File: src/rtl/cmp_pkg.sv
// Shared encodings for the execute-stage comparator: result codes, requester IDs,
// and the response-register state encoding.
package cmp_pkg;

  localparam int unsigned CMP_W = 32;

  localparam logic [2:0] CMP_LT = 3'b001;
  localparam logic [2:0] CMP_EQ = 3'b010;
  localparam logic [2:0] CMP_GT = 3'b100;

  localparam int unsigned REQ_BR  = 0;
  localparam int unsigned REQ_ALU = 1;
  localparam int unsigned REQ_AMO = 2;

  typedef enum logic {
    CMP_EMPTY = 1'b0,
    CMP_FULL  = 1'b1
  } resp_state_e;

endpackage

File: src/rtl/cmp_core.sv
// Core 32-bit comparator: one-hot lt/eq/gt, signed or unsigned.
module cmp_core
  import cmp_pkg::*;
(
  input  logic [CMP_W-1:0] s1,
  input  logic [CMP_W-1:0] s2,
  input  logic             is_unsigned,
  output logic [2:0]       result_c
);

  // Opposite sign bits decide a signed compare; otherwise the unsigned order holds.
  always_comb begin
    if (s1 == s2) begin
      result_c = CMP_EQ;
    end else if (!is_unsigned && (s1[CMP_W-1] != s2[CMP_W-1])) begin
      result_c = s1[CMP_W-1] ? CMP_LT : CMP_GT;
    end else begin
      result_c = (s1 < s2) ? CMP_LT : CMP_GT;
    end
  end

endmodule

File: src/rtl/cmp_rr_arbiter.sv
// Grant selection: optional fixed priority for the branch unit, else round-robin
// from rr_ptr; the pointer only moves after an accepted round-robin grant.
module cmp_rr_arbiter
  import cmp_pkg::*;
#(
  parameter int N_REQ       = 3,
  parameter int BRANCH_PRIO = 1
) (
  input  logic                     clk,
  input  logic                     rst,
  input  logic [N_REQ-1:0]         req_valid,
  input  logic                     accept,
  output logic [N_REQ-1:0]         grant_c,
  output logic [$clog2(N_REQ)-1:0] grant_id_c
);

  localparam int unsigned IDW = $clog2(N_REQ);

  logic [IDW-1:0] rr_ptr_q;
  logic [IDW-1:0] rr_ptr_d;
  logic [IDW-1:0] idx_c;
  logic           prio_c;
  logic           found_c;

  always_comb begin
    grant_c    = '0;
    grant_id_c = '0;
    idx_c      = '0;
    found_c    = 1'b0;
    prio_c     = (BRANCH_PRIO != 0) && req_valid[REQ_BR];
    if (prio_c) begin
      grant_c[REQ_BR] = 1'b1;
      grant_id_c      = IDW'(REQ_BR);
    end else begin
      for (int k = 0; k < N_REQ; k++) begin
        idx_c = IDW'((int'(rr_ptr_q) + k) % N_REQ);
        if (!found_c && req_valid[idx_c]) begin
          found_c        = 1'b1;
          grant_c[idx_c] = 1'b1;
          grant_id_c     = idx_c;
        end
      end
    end
    rr_ptr_d = (int'(grant_id_c) == N_REQ - 1) ? '0 : grant_id_c + IDW'(1);
  end

  always_ff @(posedge clk or posedge rst) begin
    if (rst) begin
      rr_ptr_q <= '0;
    end else if (accept && !prio_c) begin
      rr_ptr_q <= rr_ptr_d;
    end
  end

endmodule

File: src/rtl/cmp_share_arb.sv
// Shares one comparator among N_REQ requesters; results land in a single-entry
// response register with backpressure and flush.
module cmp_share_arb
  import cmp_pkg::*;
#(
  parameter int N_REQ       = 3,
  parameter int BRANCH_PRIO = 1
) (
  input  logic                     clk,
  input  logic                     rst,
  input  logic                     flush,
  input  logic [N_REQ-1:0]         req_valid,
  output logic [N_REQ-1:0]         req_ready,
  input  logic [CMP_W*N_REQ-1:0]   req_s1,
  input  logic [CMP_W*N_REQ-1:0]   req_s2,
  input  logic [N_REQ-1:0]         req_unsigned,
  output logic                     resp_valid,
  input  logic                     resp_ready,
  output logic [$clog2(N_REQ)-1:0] resp_id,
  output logic [2:0]               resp_result
);

  localparam int unsigned IDW = $clog2(N_REQ);

  resp_state_e      state_q;
  resp_state_e      state_d;
  logic [N_REQ-1:0] grant_c;
  logic [IDW-1:0]   grant_id_c;
  logic             can_accept_c;
  logic             hs_c;
  logic             load_c;
  logic [CMP_W-1:0] s1_c;
  logic [CMP_W-1:0] s2_c;
  logic             uns_c;
  logic [2:0]       result_c;

  cmp_rr_arbiter #(
    .N_REQ       (N_REQ),
    .BRANCH_PRIO (BRANCH_PRIO)
  ) u_arb (
    .clk        (clk),
    .rst        (rst),
    .req_valid  (req_valid),
    .accept     (hs_c),
    .grant_c    (grant_c),
    .grant_id_c (grant_id_c)
  );

  assign resp_valid = (state_q == CMP_FULL);

  always_comb begin
    can_accept_c = !flush && (!resp_valid || resp_ready);
    req_ready    = can_accept_c ? grant_c : '0;
    hs_c         = |(req_valid & req_ready);
  end

  // AND-OR operand mux keyed by the one-hot grant, so operands never reach ready.
  always_comb begin
    s1_c  = '0;
    s2_c  = '0;
    uns_c = |(req_unsigned & grant_c);
    for (int i = 0; i < N_REQ; i++) begin
      if (grant_c[i]) begin
        s1_c = s1_c | req_s1[i*CMP_W +: CMP_W];
        s2_c = s2_c | req_s2[i*CMP_W +: CMP_W];
      end
    end
  end

  cmp_core u_core (
    .s1          (s1_c),
    .s2          (s2_c),
    .is_unsigned (uns_c),
    .result_c    (result_c)
  );

  // Response register next state; flush overrides everything.
  always_comb begin
    state_d = state_q;
    load_c  = 1'b0;
    if (flush) begin
      state_d = CMP_EMPTY;
    end else if (hs_c) begin
      state_d = CMP_FULL;
      load_c  = 1'b1;
    end else if ((state_q == CMP_FULL) && resp_ready) begin
      state_d = CMP_EMPTY;
    end
  end

  always_ff @(posedge clk or posedge rst) begin
    if (rst) begin
      state_q     <= CMP_EMPTY;
      resp_id     <= '0;
      resp_result <= 3'b000;
    end else begin
      state_q <= state_d;
      if (load_c) begin
        resp_id     <= grant_id_c;
        resp_result <= result_c;
      end
    end
  end

endmodule

File: config.mk
export PLATFORM = sky130hd
export DESIGN_NAME = cmp_share_arb
export DESIGN_NICKNAME = d
export VERILOG_FILES = /design/src/rtl/cmp_pkg.sv /design/src/rtl/cmp_core.sv /design/src/rtl/cmp_rr_arbiter.sv /design/src/rtl/cmp_share_arb.sv
export SDC_FILE = /design/constraint.sdc
export NUM_CORES = 1
export LEC_CHECK = 0
export CAP_MARGIN = 20
export CORE_MARGIN = 1
export CORE_UTILIZATION = 30
export CTS_CLUSTER_SIZE = 16
export DETAILED_ROUTE_END_ITERATION = 7
export PLACE_DENSITY = 0.75
export SYNTH_ARGS = -nofsm -noshare
export SYNTH_HDL_FRONTEND = slang
export SYNTH_HIERARCHICAL = 1
export SYNTH_SLANG_ARGS = --single-unit
File: constraint.sdc
create_clock -name clk -period 3.92 [get_ports clk]
set_input_delay 0.392 -clock clk [delete_from_list [all_inputs] [get_ports clk]]
set_output_delay 0.392 -clock clk [all_outputs]
set_load 0.05 [all_outputs]
# ---- Word-level counts from Yosys, hierarchy flattened
# Cells that the tools add are included.
dict set report totals {
  ram_bits 0
  mem_count 0
  out_inout_bits 9
  latch_bits 0
  register_bits 8
  mem_bits_ro 0
}
dict set report classes {
  shift 0
  n_mux 44
  div_mod_pow 3
  n_mul 0
  n_lt_le_gt_ge 7
  eq_ne 3
  n_reduce_logical 19
  add_sub_neg 3
  n_bitwise 8
}
# operator n
set ops {}
lappend ops {{32-bit 2-to-1 mux} 6}
lappend ops {{32-bit bitwise OR} 4}
lappend ops {{32-bit by 3-bit modulo with 32-bit output, second input constant} 2}
lappend ops {{32-bit == test} 1}
lappend ops {{32-bit < comparator} 1}
lappend ops {{3-bit by 3-bit modulo with 32-bit output, second input constant} 1}
lappend ops {{3-bit 2-to-1 mux} 10}
lappend ops {{1-bit 2-to-1 mux} 16}
lappend ops {{2-bit 2-to-1 mux} 6}
lappend ops {{1-bit logical AND} 9}
lappend ops {{2-bit by 3-bit < comparator with 1-bit output, second input constant} 3}
lappend ops {{3-bit bitwise AND} 2}
lappend ops {{1-bit binary-select mux with 2-bit select} 3}
lappend ops {{1-bit demux with 2-bit select} 3}
lappend ops {{2-bit by 1-bit greater-or-equal comparator with 1-bit output, second input constant} 3}
lappend ops {{1-bit logical NOT} 6}
lappend ops {{3-bit bitwise OR} 2}
lappend ops {{3-bit OR reduction} 2}
lappend ops {{2-bit by 1-bit adder with 3-bit output, second input constant} 1}
lappend ops {{2-bit by 2-bit adder with 3-bit output, second input constant} 1}
lappend ops {{3-bit nonzero test} 1}
lappend ops {{2-bit by 1-bit adder with 2-bit output, second input constant} 1}
lappend ops {{2-bit == test, second input constant} 1}
lappend ops {{1-bit logical OR} 1}
lappend ops {{1-bit != test} 1}

# ---- Logic depth before layout (Yosys ltp)
# Gate-level depths: netlist of the first run.
dict set report depth {
  ltp_word 22
  mapped_depth 20
  ltp_nobuf 17
}

# ---- Hierarchy
# Netlist of the first run, hierarchy kept.
# mod area_per_inst_um2 cells_each instances
set by_module_without_submodules {}
lappend by_module_without_submodules {cmp_share_arb 1242.4 172 1}
lappend by_module_without_submodules {cmp_core 848.3 115 1}
lappend by_module_without_submodules {cmp_rr_arbiter 465.4 62 1}

# ---- Least setup slack after synthesis of the first run
# No wires, ideal clock.
dict set report synth_path {
  path_kind {register to register}
  start {register u_arb.rr_ptr_q[0]}
  end {register resp_result[2]}
  setup_slack_ns -0.264
  path_stages_with_launch 21
  synth_period_minus_slack_ns 4.184
  required_ns 3.795
  path_buffers 3
  t_arrival_ns 4.060
  path_cell_list {dfrtp_1 -> inv_1 -> ha_1 -> buf_6 -> mux2i_1 -> o21ai_0 -> a21oi_1 -> a311o_2 -> a21oi_1 -> clkbuf_1 -> buf_1 -> a222oi_1 -> inv_1 -> inv_1 -> ha_1 -> nand4_2 -> nor4_2 -> and4_1 -> and3_4 -> o21ba_1 -> mux2_2}
}
dict set report synth_between {
  elab_cells_between_ends 69
  classes_between {2 x add/sub; 3 x div; 7 x order compare; 2 x eq/ne; 36 x mux; 8 x bitwise; 11 x reduce/logical}
}
# element line
set synth_rtl {}
lappend synth_rtl {{from (decl)} cmp_rr_arbiter.sv:19} ;# logic [IDW-1:0] rr_ptr_q;
lappend synth_rtl {{from (signal assigned)} cmp_rr_arbiter.sv:51} ;# rr_ptr_q <= rr_ptr_d;
lappend synth_rtl {{parallel branches: the longest is 11 deep, another holds 32-bit by 3-bit modulo with 32-bit output} -}
lappend synth_rtl {{3-bit 2-to-1 mux (*)} cmp_rr_arbiter.sv:37} ;# if (!found_c && req_valid[idx_c]) begin
lappend synth_rtl {{2-bit 2-to-1 mux (*)} cmp_rr_arbiter.sv:31} ;# if (prio_c) begin
lappend synth_rtl {{via grant_c[1]} cmp_share_arb.sv:27} ;# logic [N_REQ-1:0] grant_c;
lappend synth_rtl {{32-bit 2-to-1 mux (*)} cmp_share_arb.sv:63} ;# if (grant_c[i]) begin
lappend synth_rtl {{32-bit bitwise OR} cmp_share_arb.sv:65} ;# s2_c = s2_c | req_s2[i*CMP_W +: CMP_W];
lappend synth_rtl {{32-bit 2-to-1 mux (*)} cmp_share_arb.sv:63}
lappend synth_rtl {{via s2_c[30]} cmp_share_arb.sv:33} ;# logic [CMP_W-1:0] s2_c;
lappend synth_rtl {{32-bit < comparator} cmp_core.sv:18} ;# result_c = (s1 < s2) ? CMP_LT : CMP_GT;
lappend synth_rtl {{3-bit 2-to-1 mux} cmp_core.sv:18}
lappend synth_rtl {{3-bit 2-to-1 mux} cmp_core.sv:15} ;# end else if (!is_unsigned && (s1[CMP_W-1] != s2[CMP_W-1])) begin
lappend synth_rtl {{3-bit 2-to-1 mux (*)} cmp_core.sv:13} ;# if (s1 == s2) begin
lappend synth_rtl {{via result_c[2]} cmp_share_arb.sv:35} ;# logic [2:0] result_c;
lappend synth_rtl {{to (signal assigned)} cmp_share_arb.sv:100} ;# resp_result <= result_c;
lappend synth_rtl {{to (decl)} cmp_share_arb.sv:20} ;# output logic [2:0] resp_result
# Mark *: on every way through the listed nets, which the timed path passes. The select of a mux whose other input is x is not followed.
# A chain may end at the register's enable or synchronous reset.

# ---- Worst setup path in the final report of the first run
dict set report layout_path {
  start {register u_arb.rr_ptr_q[1]}
  end {register resp_result[2]}
}
dict set report layout_between {
  elab_chain_cells 22
  elab_cells_between_ends 69
  classes_between {2 x add/sub; 3 x div; 7 x order compare; 2 x eq/ne; 36 x mux; 8 x bitwise; 11 x reduce/logical}
}
# element line
set layout_lines {}
lappend layout_lines {{parallel branches: the longest is 11 deep, another holds 32-bit by 3-bit modulo with 32-bit output} -}
lappend layout_lines {{3-bit 2-to-1 mux (*)} cmp_rr_arbiter.sv:37}
lappend layout_lines {{1-bit 2-to-1 mux (*)} cmp_rr_arbiter.sv:31}
lappend layout_lines {{via grant_c[0]} cmp_share_arb.sv:27}
lappend layout_lines {{32-bit 2-to-1 mux (*)} cmp_share_arb.sv:63}
lappend layout_lines {{32-bit bitwise OR} cmp_share_arb.sv:64} ;# s1_c = s1_c | req_s1[i*CMP_W +: CMP_W];
lappend layout_lines {{32-bit 2-to-1 mux (*)} cmp_share_arb.sv:63}
lappend layout_lines {{32-bit bitwise OR} cmp_share_arb.sv:64}
lappend layout_lines {{32-bit 2-to-1 mux (*)} cmp_share_arb.sv:63}
lappend layout_lines {{via s1_c[13]} cmp_share_arb.sv:32} ;# logic [CMP_W-1:0] s1_c;
lappend layout_lines {{32-bit < comparator} cmp_core.sv:18}
lappend layout_lines {{3-bit 2-to-1 mux} cmp_core.sv:18}
lappend layout_lines {{3-bit 2-to-1 mux} cmp_core.sv:15}
lappend layout_lines {{3-bit 2-to-1 mux (*)} cmp_core.sv:13}
lappend layout_lines {{via result_c[2]} cmp_share_arb.sv:35}
# Marks and branches as above.

==> results.json, run 1 <==
{
  "outcome": "complete, but fails checks",
  "violations": "design-rule violations, negative setup slack",
  "boundaryPins": 211,
  "io_buffer_count": 210,
  "grt_max_degree": 39,
  "gr-usage-all-layers_pct": 22.5,
  "gp_congestion": 0.834,
  "hold_buffers": 0,
  "dpl_worst_slack_ps": -393,
  "cts_buffer_depth": 2,
  "worst_setup_path_end_kind": "flop",
  "period_share_pct": 104,
  "max_stage_delay_ps": 420,
  "synth_top_area_share_pct": 25.8,
  "synth_area_leaders": "a222oi_1, ha_1, inv_1",
  "cp_common_cell": "buf_4",
  "cp_cell_sequence": "ha_4, mux2i_1, o21ai_1, nor2b_4, a221oi_2, buf_4, o21bai_4, buf_8, buf_4, a222oi_1, inv_1, ha_4, nand4_1, buf_4, nor4_4, buf_4, and3_4, o21ba_1, mux2_2",
  "crit_buf_inv": 6,
  "core_area_sq_mm": 0.00822,
  "synth.cells.most_frequent": "inv_1, a222oi_1, ha_1",
  "start_util_pct": 31.1,
  "drv_cap": 0,
  "cp_slowest_cell": "dfrtp_1",
  "synth_area_sq_mm": 0.00256,
  "power_frac_comb_pct": 93.0,
  "synth-async-reset-ratio_pct": 100,
  "power.share.switching_pct": 47.1,
  "syn-num-nets": 587,
  "relSlewSlack_pct": 62.8,
  "synth-edff-count": 0,
  "ir_drop_v": 0.000328,
  "arrival_ps": 4180,
  "die_h_um": 94.3,
  "finalCriticalPeriod_ps": 4070,
  "insertion_delay_ps": 230,
  "rsz0062_at_grt": "true",
  "synth_top_flop_cell": "dfrtp_1",
  "clock.fmax_ghz": 0.246,
  "area_growth_pct": 111,
  "antenna_found_initial": 0,
  "syn_area_per_cell_sq_um": 7.32,
  "drive_gt1_share_pct": 16.0,
  "final_max_slew_viol_count": 0,
  "crit_fanout": 8,
  "power.net_switching_w": 0.00157,
  "grt_pass1_wl_um": 16100,
  "synth_seq_cells": 8,
  "grt_pass1_vias": 3461,
  "vias": 3664,
  "finalClockSkew_ps": 1.77,
  "setup_viol": 2,
  "pwr-share-seq_pct": 4.0,
  "drt-total-wl_um": 11000,
  "path_clk_slew_ps": 40,
  "worst_slew_pin_slew_ps": 556,
  "detail-route-antenna-nets": 0,
  "fin_setup_tns_ps": -253,
  "drc": 1,
  "critPathLaunchType": "flop",
  "fin_ws_ps": -153,
  "p_int_w": 0.00177,
  "cp_top_family": "buffers and inverters",
  "vias_per_cell": 5.29,
  "power_density_mw_per_mm2": 619,
  "cts_root_buffer": "clkbuf_8",
  "report.final.hold_viol_count": 0,
  "clockPowerShare_pct": 3.0,
  "die-width_um": 94.3,
  "leakage_nw": 2.48,
  "yosysSeqAreaShare_pct": 7.83,
  "hold_ws_ps": 338,
  "drt_pass1_iterations": 8,
  "h-tree-depth": 1,
  "cts_tree": "done",
  "utilization_pct": 65.6,
  "syn_inst": 349,
  "drt_iter0_drc": 244,
  "numCtsBuffers": 3,
  "nNetsFinal": 828,
  "yosys_warnings": 6,
  "overflow": 0,
  "cp.required_ps": 4030,
  "n_antenna_cell": 0,
  "hold_class": "in -> async",
  "ys_types": 52,
  "num_rows": 33,
  "dpl.hpwl_um": 8920,
  "clock-sinks": 8,
  "synth.most_common_cell": "inv_1",
  "crit_type": "reg -> reg",
  "yosysTopAreaCell": "a222oi_1",
  "die_area_sq_mm": 0.00889,
  "wl_per_cell_um": 15.9
}
[flip-flops by register name, summed over array words and instances, names as in the netlist]
register        flops
u_arb/rr_ptr_q      2
resp_id             2
resp_valid          1
resp_result         3
[final timing paths]
path | startpoint | endpoint | slack (ps) | cells past startpoint
worst min-delay path | rst | u_arb/rr_ptr_q[1]$_DFFE_PP0P_ | 340 | 2
max in group asynchronous | rst | resp_id[0]$_DFFE_PP0P_ | 3320 | 2
worst min register to register | resp_result[1]$_DFFE_PP0P_ | resp_result[1]$_DFFE_PP0P_ | 510 | 1
min in group clk | resp_result[1]$_DFFE_PP0P_ | resp_result[1]$_DFFE_PP0P_ | 510 | 1
worst max-delay path | u_arb/rr_ptr_q[1]$_DFFE_PP0P_ | resp_result[2]$_DFFE_PP0P_ | -150 | 19
worst max register to register | u_arb/rr_ptr_q[1]$_DFFE_PP0P_ | resp_result[2]$_DFFE_PP0P_ | -150 | 19
[per-stage QoR]
| stage | total power (W) | std cells | area (sq um) |
|---|---|---|---|
| global route | 0.00368 | 693 | 5390 |
| global placement | 0.00294 | 684 | 5170 |
| floorplan | 0.00190 | 349 | 2610 |
| CTS | 0.00321 | 688 | 5300 |
| finish | 0.00334 | 693 | 5390 |
| detailed placement | 0.00299 | 684 | 5170 |
[layout make-up]
class / count / area [sq um]
fill: 697 / 2830
timing repair buffer: 262 / 2610
multi-input combinational: 211 / 2020
inverter: 104 / 393
sequential: 8 / 200
tap: 105 / 131
clock buffer: 3 / 41.3
[power groups by stage]
| stage | clock network [W] | registers (W) | logic (W) |
|---|---|---|---|
| floorplan | 0 | 0.000208 | 0.00169 |
| CTS | 0.000102 | 0.000134 | 0.00297 |
| detailed placement | 0 | 0.000133 | 0.00286 |
| global route | 0.000108 | 0.000139 | 0.00343 |
| global placement | 0 | 0.000134 | 0.00281 |
| finish | 0.0000990 | 0.000135 | 0.00311 |
[repair_timing]
action	4_1_cts	5_1_grt
cloned	0	0
pin swaps	7	12
setup endpoints to repair	3	3
resized for setup	15	14
setup buffers	1	5
endpoints found under the hold margin	0	0
[routing by layer]
layer  routed length, um  share of wire (%)  global-route usage (%)  vias up
li1                    -                  -                       -     1810
met1                4540                 41                    28.0     1703
met2                5520                 50                    40.0      141
met3                 834                7.6                    3.64       10
met4                 116                1.1                    5.13        0
met5                   0                  0                       0        -
[worst register-to-register path: cells and delay by family, from the launching register on]
family	cells	cell delay (ps)
buffers and inverters	6	950
AO/OA/AOI/OAI	5	890
AND/OR/NAND/NOR	4	620
adder cells (fa/ha/maj)	2	620
multiplexers	2	470
flip-flops	1	420
[cells by family after synthesis]
family                     Yosys count  share of synthesized area (%)
and+or+nand+nor                     52                           12.0
muxes                                9                           3.77
buffers and inverters              130                           19.7
AOI/OAI and AO/OA                  114                           39.1
adders and majority gates           36                           17.6
DFF                                  8                           7.83
[layout by cell type, fill, tap and decap left out, types with 2 or more instances in the layout]
| cell | Yosys | layout |
|---|---|---|
| inv_1 | 103 | 100 |
| ha_4 | 0 | 5 |
| dfrtp_1 | 8 | 8 |
| a21oi_4 | 0 | 2 |
| o211ai_1 | 2 | 2 |
| nand4_1 | 3 | 3 |
| nor2b_1 | 6 | 4 |
| a32oi_1 | 2 | 2 |
| clkdlybuf4s50_1 | 0 | 207 |
| nor2_1 | 11 | 11 |
| mux2i_1 | 4 | 2 |
| a21oi_1 | 16 | 14 |
| clkbuf_8 | 0 | 3 |
| a221o_1 | 2 | 2 |
| a222oi_1 | 66 | 66 |
| a21o_1 | 2 | 2 |
| inv_2 | 0 | 3 |
| o21ai_0 | 4 | 3 |
| o21a_1 | 2 | 2 |
| mux2_2 | 5 | 4 |
| and2_1 | 3 | 3 |
| nand3b_1 | 3 | 3 |
| nand2_1 | 11 | 10 |
| nand2b_1 | 2 | 2 |
| a22o_1 | 2 | 2 |
| nand3_1 | 2 | 2 |
| ha_1 | 36 | 31 |
| buf_12 | 0 | 9 |
| buf_4 | 1 | 45 |
Power figures use the tool's default switching activity.
==> run 2, diff against run 1 <==
--- a/config.mk
+++ b/config.mk
@@ -10,7 +10,9 @@
 export CORE_UTILIZATION = 30
 export CTS_CLUSTER_SIZE = 16
 export DETAILED_ROUTE_END_ITERATION = 7
+export GPL_TIMING_DRIVEN = 1
 export PLACE_DENSITY = 0.75
+export REMOVE_ABC_BUFFERS = 1
 export SYNTH_ARGS = -nofsm -noshare
 export SYNTH_HDL_FRONTEND = slang
 export SYNTH_HIERARCHICAL = 1
==> results.json, run 2 (synthesized netlist as in run 1, its figures left out) <==
{
  "clockPowerShare_pct": 3.2,
  "die_h_um": 94.3,
  "numCtsBuffers": 3,
  "fin_ws_ps": -169,
  "antenna_found_initial": 0,
  "stdcell_count": 688,
  "relSlewSlack_pct": 61.5,
  "report.final.hold_viol_count": 0,
  "cts_root_buffer": "clkbuf_8",
  "finalCriticalPeriod_ps": 4090,
  "crit_fanout": 35,
  "reg_top3": "resp_result: 3 flops, resp_id: 2 flops, u_arb/rr_ptr_q: 2 flops",
  "vias_per_cell": 5.44,
  "insertion_delay_ps": 230,
  "violations": "negative setup slack",
  "power_density_mw_per_mm2": 604,
  "final_max_slew_viol_count": 0,
  "worst_setup_path_end_kind": "flop",
  "hold_class": "in -> async",
  "cts_buffer_depth": 2,
  "nNetsFinal": 823,
  "core_area_sq_mm": 0.00822,
  "reg2reg_depth": 17,
  "overflow": 0,
  "setup_viol": 2,
  "placedCellCount": 683,
  "utilization_pct": 64.5,
  "cts_tree": "done",
  "drt_iter0_drc": 363,
  "cp.required_ps": 4040,
  "period_share_pct": 104,
  "clock.fmax_ghz": 0.245,
  "drv_cap": 0,
  "grt_max_degree": 36,
  "h-tree-depth": 1,
  "die_area_sq_mm": 0.00889,
  "gp_congestion": 0.930,
  "clock-sinks": 8,
  "r2r-end": "resp_result[2]$_DFFE_PP0P_",
  "regMostFlops": "resp_result",
  "outcome": "complete, but fails checks",
  "wl_per_cell_um": 16.0,
  "rrSetupSlack_ps": -170,
  "power.share.switching_pct": 47.9,
  "num_rows": 33,
  "drt_pass1_iterations": 7,
  "grt_pass1_vias": 3518,
  "n_antenna_cell": 0,
  "arrival_ps": 4200,
  "power_frac_comb_pct": 92.5,
  "area_growth_pct": 107,
  "dpl.hpwl_um": 9010,
  "timing.rr.start": "u_arb/rr_ptr_q[1]$_DFFE_PP0P_",
  "drc": 0,
  "fin_setup_tns_ps": -278,
  "rsz0062_at_grt": "true",
  "gr-usage-all-layers_pct": 22.8,
  "largest_register_ffs": 3,
  "path_clk_slew_ps": 40,
  "p_int_w": 0.00167,
  "finalClockSkew_ps": 0.940,
  "pwr-share-seq_pct": 4.2,
  "crit_type": "reg -> reg",
  "layout_commonest_cell": "clkdlybuf4s50_1",
  "drt-total-wl_um": 11000,
  "vias": 3745,
  "detail-route-antenna-nets": 0,
  "ir_drop_v": 0.000399,
  "io_buffer_count": 210,
  "start_util_pct": 31.1,
  "leakage_nw": 2.44,
  "grt_pass1_wl_um": 16100,
  "boundaryPins": 211,
  "worst_slew_pin_slew_ps": 575,
  "critPathLaunchType": "flop",
  "die-width_um": 94.3,
  "drive_gt1_share_pct": 14.6,
  "final_cell_mix": "clkdlybuf4s50_1, inv_1, a222oi_1",
  "power.net_switching_w": 0.00153
}
run 2: worst max-delay path by stage:
| stage | start | endpoint |
|---|---|---|
| floorplan | u_arb/rr_ptr_q[0]$_DFFE_PP0P_ | resp_result[2]$_DFFE_PP0P_ |
| global placement | req_valid[2] | resp_result[2]$_DFFE_PP0P_ |
| detailed placement | req_valid[2] | resp_result[2]$_DFFE_PP0P_ |
| CTS | u_arb/rr_ptr_q[1]$_DFFE_PP0P_ | resp_result[2]$_DFFE_PP0P_ |
| global route | u_arb/rr_ptr_q[1]$_DFFE_PP0P_ | resp_result[0]$_DFFE_PP0P_ |
| finish | u_arb/rr_ptr_q[1]$_DFFE_PP0P_ | resp_result[2]$_DFFE_PP0P_ |
run 2: through the flow:
step	power [W]	instance area [sq um]	hold WS, ps	setup slack [ps]
finish	0.00320	5300	339	-169
global route	0.00350	5300	389	-340
CTS	0.00315	5270	341	-113
detailed placement	0.00293	5150	498	-470
global placement	0.00289	5150	495	-356
floorplan	0.00179	2440	133	-2190
run 2: power by group through the flow:
stage	combinational (W)	clock [W]	sequential, W
final	0.00296	0.000103	0.000136
after global routing	0.00325	0.000109	0.000141
after CTS	0.00291	0.000107	0.000133
after detailed placement	0.00280	0	0.000134
after global placement	0.00276	0	0.000133
after floorplan	0.00159	0	0.000208
run 2: cell type report:
class	instances	area [sq um]
fillers	684	2920
repair buffers	257	2560
multi-input cells	211	1970
inverters	104	393
flip-flops and latches	8	201
well taps	105	131
clock buffers	3	41.3
run 2: per-layer routing:
metal,vias to the layer above,global-route usage (%),share of wire [%]
met1,1750,25.6,38
met2,171,43.2,51
met5,-,0,0
met4,0,6.28,2.3
met3,20,4.29,9.1
li1,1804,-,-
run 2: what timing repair did:
action	4_1_cts	5_1_grt
hold buffers	0	0
pin swaps	6	7
resized for setup	11	9
endpoints found under the setup margin	3	3
gates cloned	0	0
setup buffers	2	0
run 2: worst max-delay path, stage by stage (launching register included):
cell and delay [ps]:
dfrtp_2 430, ha_4 300, mux2i_2 220, o21ai_2 100, nor2b_1 140, a221oi_2 250
buf_4 160, o21bai_4 90, buf_12 170, a222oi_1 340, inv_1 90, ha_1 310
nand4_2 150, nor4_4 340, and4_4 270, and3_4 190, o21ba_1 130, mux2_2 250
==> run 3, diff against run 2 <==
--- a/config.mk
+++ b/config.mk
@@ -17,3 +17,4 @@
 export SYNTH_HDL_FRONTEND = slang
 export SYNTH_HIERARCHICAL = 1
 export SYNTH_SLANG_ARGS = --single-unit
+export TNS_END_PERCENT = 20
==> results.json, run 3 (synthesized netlist as in run 1, its figures left out) <==
{
  "outcome": "complete, but fails checks",
  "violations": "design-rule violations, negative setup slack",
  "num_rows": 33,
  "worst_slew_pin_slew_ps": 574,
  "h-tree-depth": 1,
  "drv_cap": 0,
  "n_antenna_cell": 0,
  "cts_tree": "done",
  "final_cell_mix": "clkdlybuf4s50_1, inv_1, a222oi_1",
  "leakage_nw": 2.44,
  "insertion_delay_ps": 230,
  "cts_root_buffer": "clkbuf_8",
  "rrSetupSlack_ps": -170,
  "worst_setup_path_end_kind": "flop",
  "dpl.hpwl_um": 9010,
  "cp_cell_sequence": "ha_4, mux2i_2, o21ai_2, nor2b_1, a221oi_2, buf_4, o21bai_4, buf_12, a222oi_1, inv_1, ha_1, nand4_2, nor4_4, and4_4, and3_4, o21ba_1, mux2_2",
  "power_frac_comb_pct": 92.5,
  "power_density_mw_per_mm2": 603,
  "stdcell_count": 688,
  "crit_type": "reg -> reg",
  "vias": 3720,
  "reg_top3": "resp_result: 3 flops, resp_id: 2 flops, u_arb/rr_ptr_q: 2 flops",
  "start_util_pct": 31.1,
  "detail-route-antenna-nets": 0,
  "relSlewSlack_pct": 61.6,
  "arrival_ps": 4200,
  "numCtsBuffers": 3,
  "rsz0062_at_grt": "true",
  "core_area_sq_mm": 0.00822,
  "finalClockSkew_ps": 1.69,
  "hold_class": "in -> async",
  "final_max_slew_viol_count": 0,
  "critPathLaunchType": "flop",
  "report.final.hold_viol_count": 0,
  "grt_pass1_vias": 3515,
  "cts_buffer_depth": 2,
  "gr-usage-all-layers_pct": 22.9,
  "die-width_um": 94.3,
  "grt_max_degree": 36,
  "regMostFlops": "resp_result",
  "setup_viol": 2,
  "p_int_w": 0.00167,
  "drt_pass1_iterations": 8,
  "vias_per_cell": 5.41,
  "fin_ws_ps": -166,
  "drc": 12,
  "ir_drop_v": 0.000400,
  "power.share.switching_pct": 47.8,
  "pwr-share-seq_pct": 4.2,
  "placedCellCount": 683,
  "grt_pass1_wl_um": 16200,
  "power.net_switching_w": 0.00153,
  "period_share_pct": 104,
  "dpl_worst_slack_ps": -470,
  "max_stage_delay_ps": 430,
  "io_buffer_count": 210,
  "clock.fmax_ghz": 0.245,
  "gp_congestion": 0.930,
  "wl_per_cell_um": 16.0,
  "clockPowerShare_pct": 3.2,
  "crit_buf_inv": 3,
  "area_growth_pct": 107,
  "clock-sinks": 8,
  "cp_slowest_cell": "dfrtp_2",
  "drt_iter0_drc": 338,
  "antenna_found_initial": 0,
  "largest_register_ffs": 3,
  "finalCriticalPeriod_ps": 4090,
  "die_h_um": 94.3,
  "crit_fanout": 35,
  "cp_top_family": "simple AND/OR/NAND/NOR gates",
  "overflow": 0,
  "die_area_sq_mm": 0.00889,
  "drt-total-wl_um": 11000,
  "cp.required_ps": 4040,
  "nNetsFinal": 823,
  "drive_gt1_share_pct": 14.6,
  "fin_setup_tns_ps": -272,
  "boundaryPins": 211,
  "layout_commonest_cell": "clkdlybuf4s50_1",
  "path_clk_slew_ps": 40
}
[run 3: cell counts in the layout (fill, tap and decap cells not counted)]
Identical to the previous run, type by type.
[run 3: worst paths after layout]
path	to	from	cells after the start
min in group clk	resp_id[0]$_DFFE_PP0P_	resp_id[0]$_DFFE_PP0P_	1
hold / removal	u_arb/rr_ptr_q[0]$_DFFE_PP0P_	rst	2
setup / recovery	resp_result[2]$_DFFE_PP0P_	u_arb/rr_ptr_q[1]$_DFFE_PP0P_	17
max in group asynchronous	resp_result[0]$_DFFE_PP0P_	rst	2
hold reg to reg	resp_id[0]$_DFFE_PP0P_	resp_id[0]$_DFFE_PP0P_	1
setup reg to reg	resp_result[2]$_DFFE_PP0P_	u_arb/rr_ptr_q[1]$_DFFE_PP0P_	17
[run 3: metrics by stage]
stage | hold WS, ps | cell area (sq um) | total power, W | util (%)
2_1_floorplan | 133 | 2440 | 0.00179 | -
3_3_place_gp | 495 | 5150 | 0.00289 | 62.7
3_5_place_dp | 498 | 5150 | 0.00293 | 62.7
4_1_cts | 341 | 5270 | 0.00315 | 64.2
5_1_grt | 389 | 5300 | 0.00350 | 64.5
6_report | 337 | 5300 | 0.00320 | 64.5
[run 3: repair_timing]
item | in CTS | in global routing
setup endpoints to repair | 3 | 3
hold buffers | 0 | 0
pin swaps | 6 | 7
resized for setup | 11 | 9
buffers inserted | 2 | 0
[run 3: layer usage]
layer  global-route usage (%)  wire length, um
met4                     6.28              245
met2                     43.4             5640
met3                     4.29              926
met5                        0                0
met1                     25.6             4190
[run 3: worst register-to-register path, stage by stage, from the launching register on]
cell and delay, ps:
dfrtp_2 430, ha_4 300, mux2i_2 220, o21ai_2 100, nor2b_1 140, a221oi_2 250, buf_4 160, o21bai_4 90
buf_12 180, a222oi_1 350, inv_1 90, ha_1 320, nand4_2 150, nor4_4 340, and4_4 270, and3_4 190
o21ba_1 140, mux2_2 250
[run 3: cell type report]
| type | instances | area (sq um) |
|---|---|---|
| clock buffers | 3 | 41.3 |
| fillers | 684 | 2920 |
| inverters | 104 | 393 |
| multi-input cells | 211 | 1970 |
| flip-flops and latches | 8 | 201 |
| well taps | 105 | 131 |
| repair buffers | 257 | 2560 |
[run 3: power groups by stage]
stage               registers, W  clock network, W  logic, W
floorplan               0.000208                 0   0.00159
global placement        0.000133                 0   0.00276
detailed placement      0.000134                 0   0.00280
CTS                     0.000133          0.000107   0.00291
global route            0.000141          0.000109   0.00325
finish                  0.000136          0.000104   0.00296
